`src/rtl/spi_slave_port.sv`:
```
// SPI mode-0 responder with oversampled pins, one-word tx buffer and rx holding register.
// Define SPI_SLAVE_LSB_FIRST_EN to shift LSB first in both directions (default MSB first).

`ifndef W_CPU
`define W_CPU 32
`endif

module spi_slave_port #(
    parameter int W           = `W_CPU,
    parameter int SYNC_STAGES = 2,
    parameter bit CS_ACTIVE   = 1'b0
) (
    input  logic         clk,
    input  logic         rst,
    input  logic         SPI_clk,
    input  logic         SPI_cs,
    input  logic         SPI_in,
    output logic         SPI_out,
    output logic         SPI_oe,
    output logic [W-1:0] rx_data,
    output logic         rx_valid,
    input  logic         rx_ack,
    output logic         rx_overrun,
    input  logic [W-1:0] tx_data,
    input  logic         tx_load,
    output logic         tx_ready,
    output logic         tx_underrun,
    output logic         frame_err,
    output logic         busy
);

    localparam int CW = $clog2(W + 1);

    typedef enum logic [1:0] {IDLE, LOAD, SHIFT} state_t;

    state_t                 state, state_nxt;
    logic [SYNC_STAGES-1:0] sclk_sync, cs_sync, din_sync, sync_fill;
    logic                   sclk_prev, sel_prev, armed;
    logic                   sclk_s, sel, din_s;
    logic                   sclk_rise, sclk_fall, cs_assert, cs_deassert;
    logic [CW-1:0]          bitcnt;
    logic [W-1:0]           tx_shift, rx_shift, tx_buf;
    logic                   tx_full, rx_done;
    logic                   fill, fill_from_buf, fill_bypass, fill_under, buf_write;
    logic                   rx_step, tx_step, word_done, ferr;
    logic [W-1:0]           fill_word, tx_shifted, rx_shifted;
    logic                   tx_bit;

    assign sclk_s = sclk_sync[SYNC_STAGES-1];
    assign din_s  = din_sync[SYNC_STAGES-1];
    assign sel    = (cs_sync[SYNC_STAGES-1] == CS_ACTIVE);

    assign sclk_rise   = sclk_s & ~sclk_prev;
    assign sclk_fall   = ~sclk_s & sclk_prev;
    assign cs_assert   = sel & ~sel_prev & armed;
    assign cs_deassert = ~sel & sel_prev;

    // sync_fill marks when the chains hold real pin samples, so a CS held
    // active through reset is not mistaken for a fresh assert.
    always_ff @(posedge clk) begin
        if (!rst) begin
            sclk_sync <= '0;
            cs_sync   <= {SYNC_STAGES{~CS_ACTIVE}};
            din_sync  <= '0;
            sync_fill <= '0;
            sclk_prev <= 1'b0;
            sel_prev  <= 1'b0;
            armed     <= 1'b0;
        end else begin
            sclk_sync <= {sclk_sync[SYNC_STAGES-2:0], SPI_clk};
            cs_sync   <= {cs_sync[SYNC_STAGES-2:0], SPI_cs};
            din_sync  <= {din_sync[SYNC_STAGES-2:0], SPI_in};
            sync_fill <= {sync_fill[SYNC_STAGES-2:0], 1'b1};
            sclk_prev <= sclk_s;
            sel_prev  <= sel;
            if (sync_fill[SYNC_STAGES-1] && !sel)
                armed <= 1'b1;
        end
    end

`ifdef SPI_SLAVE_LSB_FIRST_EN
    assign tx_bit     = tx_shift[0];
    assign tx_shifted = {1'b0, tx_shift[W-1:1]};
    assign rx_shifted = {din_s, rx_shift[W-1:1]};
`else
    assign tx_bit     = tx_shift[W-1];
    assign tx_shifted = {tx_shift[W-2:0], 1'b0};
    assign rx_shifted = {rx_shift[W-2:0], din_s};
`endif

    always_comb begin
        state_nxt = state;
        unique case (state)
            IDLE:    if (cs_assert) state_nxt = LOAD;
            LOAD:    state_nxt = cs_deassert ? IDLE : SHIFT;
            SHIFT:   if (cs_deassert) state_nxt = IDLE;
            default: state_nxt = IDLE;
        endcase
    end

    always_comb begin
        fill      = ((state == LOAD) && !cs_deassert) ||
                    ((state == SHIFT) && !cs_deassert && sclk_fall && (bitcnt == CW'(W)));
        rx_step   = (state == SHIFT) && !cs_deassert && sclk_rise;
        tx_step   = (state == SHIFT) && !cs_deassert && sclk_fall && (bitcnt < CW'(W));
        word_done = rx_step && (bitcnt == CW'(W - 1));
        ferr      = (state == SHIFT) && cs_deassert && (bitcnt != '0);

        fill_from_buf = fill && tx_full;
        fill_bypass   = fill && !tx_full && tx_load;
        fill_under    = fill && !tx_full && !tx_load;
        buf_write     = tx_load && !tx_full && !fill_bypass;

        fill_word = '0;
        if (tx_full)
            fill_word = tx_buf;
        else if (tx_load)
            fill_word = tx_data;
    end

    always_ff @(posedge clk) begin
        if (!rst) begin
            state       <= IDLE;
            bitcnt      <= '0;
            tx_shift    <= '0;
            rx_shift    <= '0;
            tx_buf      <= '0;
            tx_full     <= 1'b0;
            rx_done     <= 1'b0;
            rx_data     <= '0;
            rx_valid    <= 1'b0;
            rx_overrun  <= 1'b0;
            tx_underrun <= 1'b0;
            frame_err   <= 1'b0;
        end else begin
            state       <= state_nxt;
            rx_done     <= word_done;
            tx_underrun <= fill_under;
            frame_err   <= ferr;
            rx_overrun  <= 1'b0;

            if (fill || ((state != IDLE) && cs_deassert))
                bitcnt <= '0;
            else if (rx_step)
                bitcnt <= bitcnt + 1'b1;

            if (rx_step)
                rx_shift <= rx_shifted;

            if (fill)
                tx_shift <= fill_word;
            else if (tx_step)
                tx_shift <= tx_shifted;

            if (buf_write) begin
                tx_buf  <= tx_data;
                tx_full <= 1'b1;
            end else if (fill_from_buf) begin
                tx_full <= 1'b0;
            end

            // A completing word beats a same-cycle acknowledge.
            if (rx_done) begin
                rx_data    <= rx_shift;
                rx_valid   <= 1'b1;
                rx_overrun <= rx_valid & ~rx_ack;
            end else if (rx_ack) begin
                rx_valid <= 1'b0;
            end
        end
    end

    assign tx_ready = ~tx_full;
    assign busy     = (state != IDLE);
    assign SPI_oe   = busy;
    assign SPI_out  = (state == SHIFT) ? tx_bit : 1'b0;

endmodule

```
`config.mk`:
```
export PLATFORM = sky130hd
export DESIGN_NAME = spi_slave_port
export DESIGN_NICKNAME = d
export VERILOG_FILES = /design/src/rtl/spi_slave_port.sv
export SDC_FILE = /design/constraint.sdc
export NUM_CORES = 1
export LEC_CHECK = 0
export ABC_CLOCK_PERIOD_IN_PS = 4300
export CAP_MARGIN = 20
export CORE_ASPECT_RATIO = 1.4
export CORE_UTILIZATION = 59
export CTS_CLUSTER_SIZE = 25
export DETAILED_ROUTE_END_ITERATION = 8
export PLACE_DENSITY_LB_ADDON = 0.25
export SLEW_MARGIN = 20
export SYNTH_ARGS = -nofsm -noshare
export SYNTH_HDL_FRONTEND = slang
export SYNTH_SLANG_ARGS = --single-unit
```
`constraint.sdc`:
```
create_clock -name clk -period 4.3 [get_ports clk]
set_input_delay 0.86 -clock clk [delete_from_list [all_inputs] [get_ports clk]]
set_output_delay 0.86 -clock clk [all_outputs]
set_load 0.1 [all_outputs]
```
==> results of run 1 <==
flip-flops by register name, indices dropped and copies added (netlist names), 2 cells and up:
register,cells
tx_shift,32
rx_data,32
state,2
din_sync,2
sclk_sync,2
cs_sync,2
bitcnt,6
tx_buf,32
rx_shift,32
sync_fill,2
cell usage in the layout, fill, tap and decap left out, types with 2 or more instances in the layout:
cell             count
clkinvlp_4           4
dfxtp_1            151
nand2b_1             6
dfxtp_2              2
nor2b_1              2
mux2i_1             95
and2_1               9
xnor2_1              2
inv_6                5
or4_1                3
ha_1                 2
nor2_1              41
clkinv_4             2
or3_1                2
o21ai_0             32
nor4_1               4
a211oi_1            32
a21oi_1             68
inv_1                4
buf_4               11
nand4_1              2
nand2_1            197
clkbuf_16           17
clkdlybuf4s50_1     77
logic make-up (layout without fill, tap and decap cells):
| kind of cell | after synthesis | in the layout |
|---|---|---|
| and+or+nand+nor | 276 | 276 |
| buffers and inverters | 68 | 127 |
| DFF | 153 | 153 |
| AOI/OAI and AO/OA | 136 | 136 |
| adders and majority gates | 2 | 2 |
| muxes | 95 | 95 |
| xor gates and xnor gates | 3 | 3 |
worst max-delay path by stage:
stage | from | endpoint | cells past startpoint
final | tx_full | tx_ready | 3
after global routing | tx_full | tx_ready | 3
after CTS | tx_full | tx_ready | 3
after detailed placement | bitcnt[0] | tx_shift[17] | 7
after global placement | tx_full | tx_ready | 3
after floorplan | bitcnt[0] | tx_buf[10] | 9
layout make-up:
type | instances | area share [%]
Sequential cell | 153 | 40.2
Timing Repair Buffer | 90 | 11.4
Inverter | 5 | 0.246
Multi-Input combinational cell | 512 | 38.4
Tap cell | 138 | 2.26
Clock inverter | 14 | 1.80
Clock buffer | 18 | 5.75
metal layers:
layer  GRT usage (%)  up-vias  part of all wire, %
li1                -     2558                    -
met1            26.9     2407                   43
met2            43.8      106                   52
met3            5.83       21                  3.1
met4            8.87        0                  1.8
met5               0        -                    0
power breakdown:
part | total (mW) | internal (mW) | switching (mW)
clock network | 1.43 | 0.825 | 0.606
logic | 0.173 | 0.0730 | 0.0996
registers | 1.46 | 1.45 | 0.0137
total | 3.06 | 2.34 | 0.719
critical path: cells and delay by family (launching register included):
kind,cells,cell delay (ns)
buffers and inverters,3,1.60
DFF,1,0.33
==> impl_summary.md, run 1 <==
Outcome
The run finished with clean final reports.

Floorplan
The number of top-level design ports is 79. The count of standard-cell rows is 44. The core box area is 0.0104 sq mm. The floorplan step defined a die boundary enclosing 0.0111 sq mm.

In this run the horizontal extent of the chip is 89.4 microns. From bottom edge to top edge, the die measures 124 microns. The effective utilization at floorplan is 60.6%.

STA
The share of the clock period used by the worst path after layout is 74.6%. For the pin with the worst max-slew slack, the measured transition is 1.02 ns. The total negative slack for setup checks is 0 ns.

The smallest clock period supported by the final layout is computed as 3.21 ns. Headroom to the max-slew limit came out at 32.0%. The number of hold violations in the final report is 0. After layout, the worst setup slack is 1.09 ns. Between clock sinks in the finished design, the worst skew comes to 0.00844 ns. The setup violation total in the final timing report is 0. The number of max-slew violations in the final report is 0.

The final hold slack is 0.414 ns. For this run, the top clock speed supported by timing is 312 MHz. Setup repair after global routing left no endpoint under its margin.

Layout
The area growth from synthesis to final layout is 21.0%. The fill cell instance count of the final layout is 785. For this run, the share of the core covered by cells in the final layout is 73.4%. The net count of the finished layout is 820. The finished cells cover 0.00763 sq mm.

In the final layout, the share of cells above drive strength 1 is 6.57%. The sequential cells in the finished layout cover a total of 0.00307 sq mm. The final cell count without fillers is 930. The repair_antennas step left the layout with diodes totalling 0. The total area of multi-input combinational cells is 0.00293 sq mm.

Global routing
The overall routing resource usage is 24.3%. The via count of the first global-routing pass is 4925. The final global-route overflow total is 0. The first global-routing pass estimated 21400 microns of wire. Entering global routing, the biggest net connects 79 pins. The number of antenna violations at the first check in global routing was 0.

CTS
The total CTS buffers is 17. The setup fix buffers added after clock tree synthesis is 0. The clock root buffer is clkbuf_16. After clock tree synthesis, the repair step resized 0 gates. The clock tree from TritonCTS is done.

The number of buffers inserted for hold repair after clock tree synthesis is 0. The clock-pin slew on the worst setup and hold paths is 0.06 ns. The source-to-sink clock delay at the later pin of the worst-skew pair is 0.41 ns. The maximum count of clock buffers along a single path is 2. The H-tree generated during clock tree synthesis spans 4 levels.

The number of sinks driven by the clock tree is 153.

Worst setup path
On the worst path, the slowest cell contributes a delay of 1.00 ns. The signal on the critical path passes through buf_4 -> inv_1 -> clkdlybuf4s50_1. The slowest stage of the critical path belongs to the cell clkdlybuf4s50_1.

The worst register-to-register path has a depth of 7. Data on the critical path arrives at its endpoint at 2.35 ns. The slack of the worst reg-to-reg path is 1.72 ns.

The maximum fanout encountered on the critical timing path is 66. The data required time of the worst path is 3.44 ns. The type of origin of the critical path is a register. The launch instance of the worst register-to-register path is bitcnt[0]. By startpoint and endpoint, the worst setup path is classified as reg2out. The endpoint identified for the worst register-to-register timing path is tx_shift[28].

The type of destination of the critical path is a primary output.

Logic synthesis
The flip-flop and latch count after synthesis is 153. The share of the synthesized area in the top cell type is 48.6%. Ranked by total cell area, the synthesized netlist is headed by dfxtp_1 (49%), mux2i_1 (15%), nand2_1 (12%). Yosys mapped a number of flops with a built-in enable equal to 0. The synthesized netlist net count is 774. The synthesized netlist devotes 0.417% of its cell area to XOR and XNOR gates. The count of different cell masters after synthesis is 36.

Yosys instantiated no cell more often than nand2_1. After synthesis, the most frequently instantiated cells are nand2_1 (197), dfxtp_1 (153), mux2i_1 (95), a21oi_1 (68), clkbuf_1 (50). By area, the combinational part of the netlist is dominated by simple AND/OR/NAND/NOR gates. In the synthesized netlist, the number of instances is 733. The biggest area contributor in the post-synthesis netlist is dfxtp_1. The combined area of all synthesized cells is 0.00631 sq mm. The synthesized netlist devotes 12.2% of its cell area to compound gates. The total of warnings raised by yosys is 0. The post-synthesis adder-cell area fraction is 0.397%. For this run, the register share of the synthesized area comes to 48.6%.

The predominant post-synthesis flop cell is dfxtp_1. The mux contribution to synthesized area is 15.1%. For this run, asynchronously set or reset flops after synthesis account for 0%. The average size of a mapped cell is 8.60 sq um. Summing the areas of all and, or, nand and nor instances in the mapped netlist gives 18.2% of the synthesized area.

Min path
The origin of the worst min-delay path is cs_sync[0]. The worst hold path endpoint is cs_sync[1]. The instance count along the most critical hold path is 1. The worst hold path belongs to the class reg2reg.

Drt
After detailed routing, the number of vias per cell comes to 5.48. Once detail routing completed, the nets flagged for antenna violations numbered 0. The via count is 5092. Before antenna repair, the detailed router went through 4 iterations. The final routed DRC violation total is 0. The final wirelength is 12600 microns. The detailed router finished its first iteration with 204 violations. Dividing the detail-routed wire length by the instance count gives 13.5 microns.

Placement
Summed over all nets, the half-perimeter wirelength after detailed placement is 7840 microns. The count of buffers inserted at the top-level ports is 78. The worst slack after detailed placement is 1.53 ns. The weighted congestion at the end of routability-driven global placement is 0.795. The total cell area at the placement stage is 0.00704 sq mm. Counting tap cells, the placed design contains a total of 897 instances.

Pwr
The analysis attributes to cell leakage a power of 2.93 nW. The overall power is 3.06 mW. The total power per unit cell area is 401 mW/mm^2. IR analysis of the VDD net gives a maximum drop of 0.000294 V.

Flow run
The count of maximum capacitance violations is 0.
(Power assumes the default switching activity.)
==> inputs of run 2 (changes only) <==
- ABC_CLOCK_PERIOD_IN_PS: 4300 -> 2700
- CORE_UTILIZATION: 59 -> 50
- clock period: 4.3 -> 2.7 ns (I/O delays scaled with it)
==> run 2 against run 1 <==
Core utilization shrank 11 points. Flip-flop and latch count is the same. Largest cell class unchanged. Sequential power grew 60%.
==> impl_summary.md, run 2 (same netlist as run 1, synthesis figures left out) <==
Layout
After routing the design area is 0.00764 sq mm. The area growth from synthesis to final layout is 21.1%. 0 antenna diodes ended up in the layout. The most common cell after layout, fill and taps aside is nand2_1. In the layout the commonest cells are nand2_1 (197), dfxtp_1 (151), mux2i_1 (95). The fraction of layout instances using a drive strength above 1 is 11.1%. Leaving out filler cells and counting taps, the final layout contains 942. The net count of the finished layout is 820.

Placement
At the end of routability-driven placement, the weighted congestion stood at 0.769. The total instance count after detailed placement is 910. The count of buffers inserted at the top-level ports is 78.

After detailed placement, the total cell area comes to 0.00700 sq mm. The wire-length estimate of the detail-placed layout is 8170 microns.

STA
The maximum clock frequency is 413 MHz. The remaining max-slew budget at the tightest pin is 59.5%. Hold timing on the final database bottoms out at a slack of 0.405 ns.

Between clock sinks in the finished design, the worst skew comes to 0.00695 ns. The actual transition at the worst max-transition pin is 0.607 ns. The number of max-slew violations in the final report is 0. The number of hold violations in the final report came to 0.

The shortest period the worst path allows is 2.42 ns. Setup repair after global routing left no endpoint under its margin. The total negative slack for setup checks is 0 ns.

In the finished design, the share of the clock period the worst path needs comes to 89.7%. Setup violations remaining at the end of the flow were counted as 0.

Pwr
Power spread over the standard cell area amounts to 675 mW/mm^2. In this run the static leakage power is 3.05 nW. The overall power is 5.15 mW. The maximum VDD drop is 0.000472 V.

Drt
The mean routed wirelength per cell is 13.6 microns. After detailed routing, the number of remaining DRC violations is 0. The detail route stage leaves a number of antenna-violating nets equal to 0. The first detailed-routing pass took 5 iterations. Summed over all layers, the routed wires come to 12800 microns.

The vias per cell is 5.27. The via count is 4966. The detailed router's first-iteration violation count is 157.

Outcome
The run finished with clean final reports.

Worst setup path
Data on the critical path is required at its endpoint by 3.02 ns. The launching element of the worst setup path is bitcnt[0]. The worst-case reg-to-reg path depth is 7. The data arrival time of the critical path is 2.74 ns. STA classifies the critical path startpoint as a register.

The type of destination of the critical path is a register. The family with the most delay on the worst path is simple AND/OR/NAND/NOR gates. In this run the critical register-to-register path is captured at tx_shift[5]. The signal on the critical path passes through inv_1 -> ha_1 -> or4b_1 -> or4_1 -> and2_1 -> buf_4 -> a211oi_1. The critical path is of the reg2reg type. The cell at the slowest stage of the critical path is or4_1.

Counting both buffers and inverters, the worst setup path holds a total of 2. The launch instance of the worst register-to-register path is bitcnt[0]. Of all nets on the critical path, the largest fanout is 33. In this design, the stage delay of the slowest critical-path cell is 0.61 ns. The slack of the worst reg-to-reg path is 0.28 ns.

Floorplan
The die covers 0.0131 sq mm. The floorplan step defined a core boundary enclosing 0.0123 sq mm. The effective utilization at floorplan is 51.2%. The floorplan step set the die width to 96.9 microns. The count of standard-cell rows is 48.

Pin placement for this block handled 79 I/O pins. The die outline height is 135 microns.

CTS
The number of hold buffers added after CTS was 0. The maximum level of the CTS H-tree is 4. The clock root buffer is clkbuf_16.

The later pin in the worst-skew pair is clocked with a latency of 0.42 ns. The number of setup buffers added after CTS is 0. The clock tree from TritonCTS is done. The maximum count of clock buffers along a single path is 2. The clock-pin slew on the worst setup and hold paths is 0.06 ns. The clock drives 153 sinks. TritonCTS created 17 clock buffers. In this run, post-CTS repair resized a total of 0 instances.

Flow run
The count of maximum capacitance violations is 0.

Global routing
The wire length of the first global-routing pass is 22300 microns. The final global-route overflow total is 0. The maximum number of pins on one net before global-route repair is 102. The number of antenna violations at the first check in global routing is 0. The overall routing resource usage is 20.8%.

The via count of the first global-routing pass is 4863.

Min path
The worst hold path endpoint is cs_sync[1]. The instance count along the most critical hold path is 1. The min-delay analysis places its worst path in the category reg2reg. The origin of the worst min-delay path is cs_sync[0].
-- run 2: cell count changes in the layout (fill, tap and decap cells not counted), sizes merged --
cell / before / now
buf: 13 / 53
clkdlybuf4s50: 77 / 37
inv: 11 / 5
bufinv: 1 / 5
clkbuf: 18 / 20
-- run 2: area by class of cell --
class	instances	area, sq um
Inverter	5	18.8
Fill cell	1069	4670
Sequential cell	153	3070
Clock buffer	20	437
Tap cell	150	188
Clock inverter	12	199
Multi-Input combinational cell	512	2930
Timing Repair Buffer	90	803
-- run 2: how the worst max path moves through the flow --
stage / end / slack, ns / cells after the start
global route: tx_shift[16] / 0.13 / 7
floorplan: tx_buf[10] / 0.48 / 9
CTS: tx_shift[5] / 0.29 / 7
detailed placement: tx_shift[16] / 0.32 / 7
finish: tx_shift[5] / 0.28 / 7
global placement: tx_shift[0] / 0.40 / 7
-- run 2: power by group --
group	internal (mW)	switching, mW
clock network	1.64	0.909
logic	0.121	0.155
registers	2.30	0.0282
total	4.06	1.09
-- run 2: stage by stage --
step / setup slack [ns] / util, %
after floorplan: 0.484 / -
after global placement: 0.396 / 56.9
after detailed placement: 0.325 / 56.9
after CTS: 0.290 / 62.0
after global routing: 0.127 / 62.0
final: 0.279 / 62.0
-- run 2: worst register-to-register path: stages (launching register included) --
cell	delay [ns]
dfxtp_1	0.34
inv_1	0.07
ha_1	0.13
or4b_1	0.45
or4_1	0.62
and2_1	0.20
buf_4	0.23
a211oi_1	0.28
-- run 2: metal layers --
| layer | GRT usage (%) | part of all wire (%) | vias to the layer above |
|---|---|---|---|
| met1 | 24.6 | 45 | 2302 |
| met4 | 8.29 | 1.4 | 0 |
| li1 | - | - | 2563 |
| met3 | 4.76 | 2.5 | 19 |
| met2 | 36.2 | 51 | 82 |
| met5 | 0 | 0 | - |
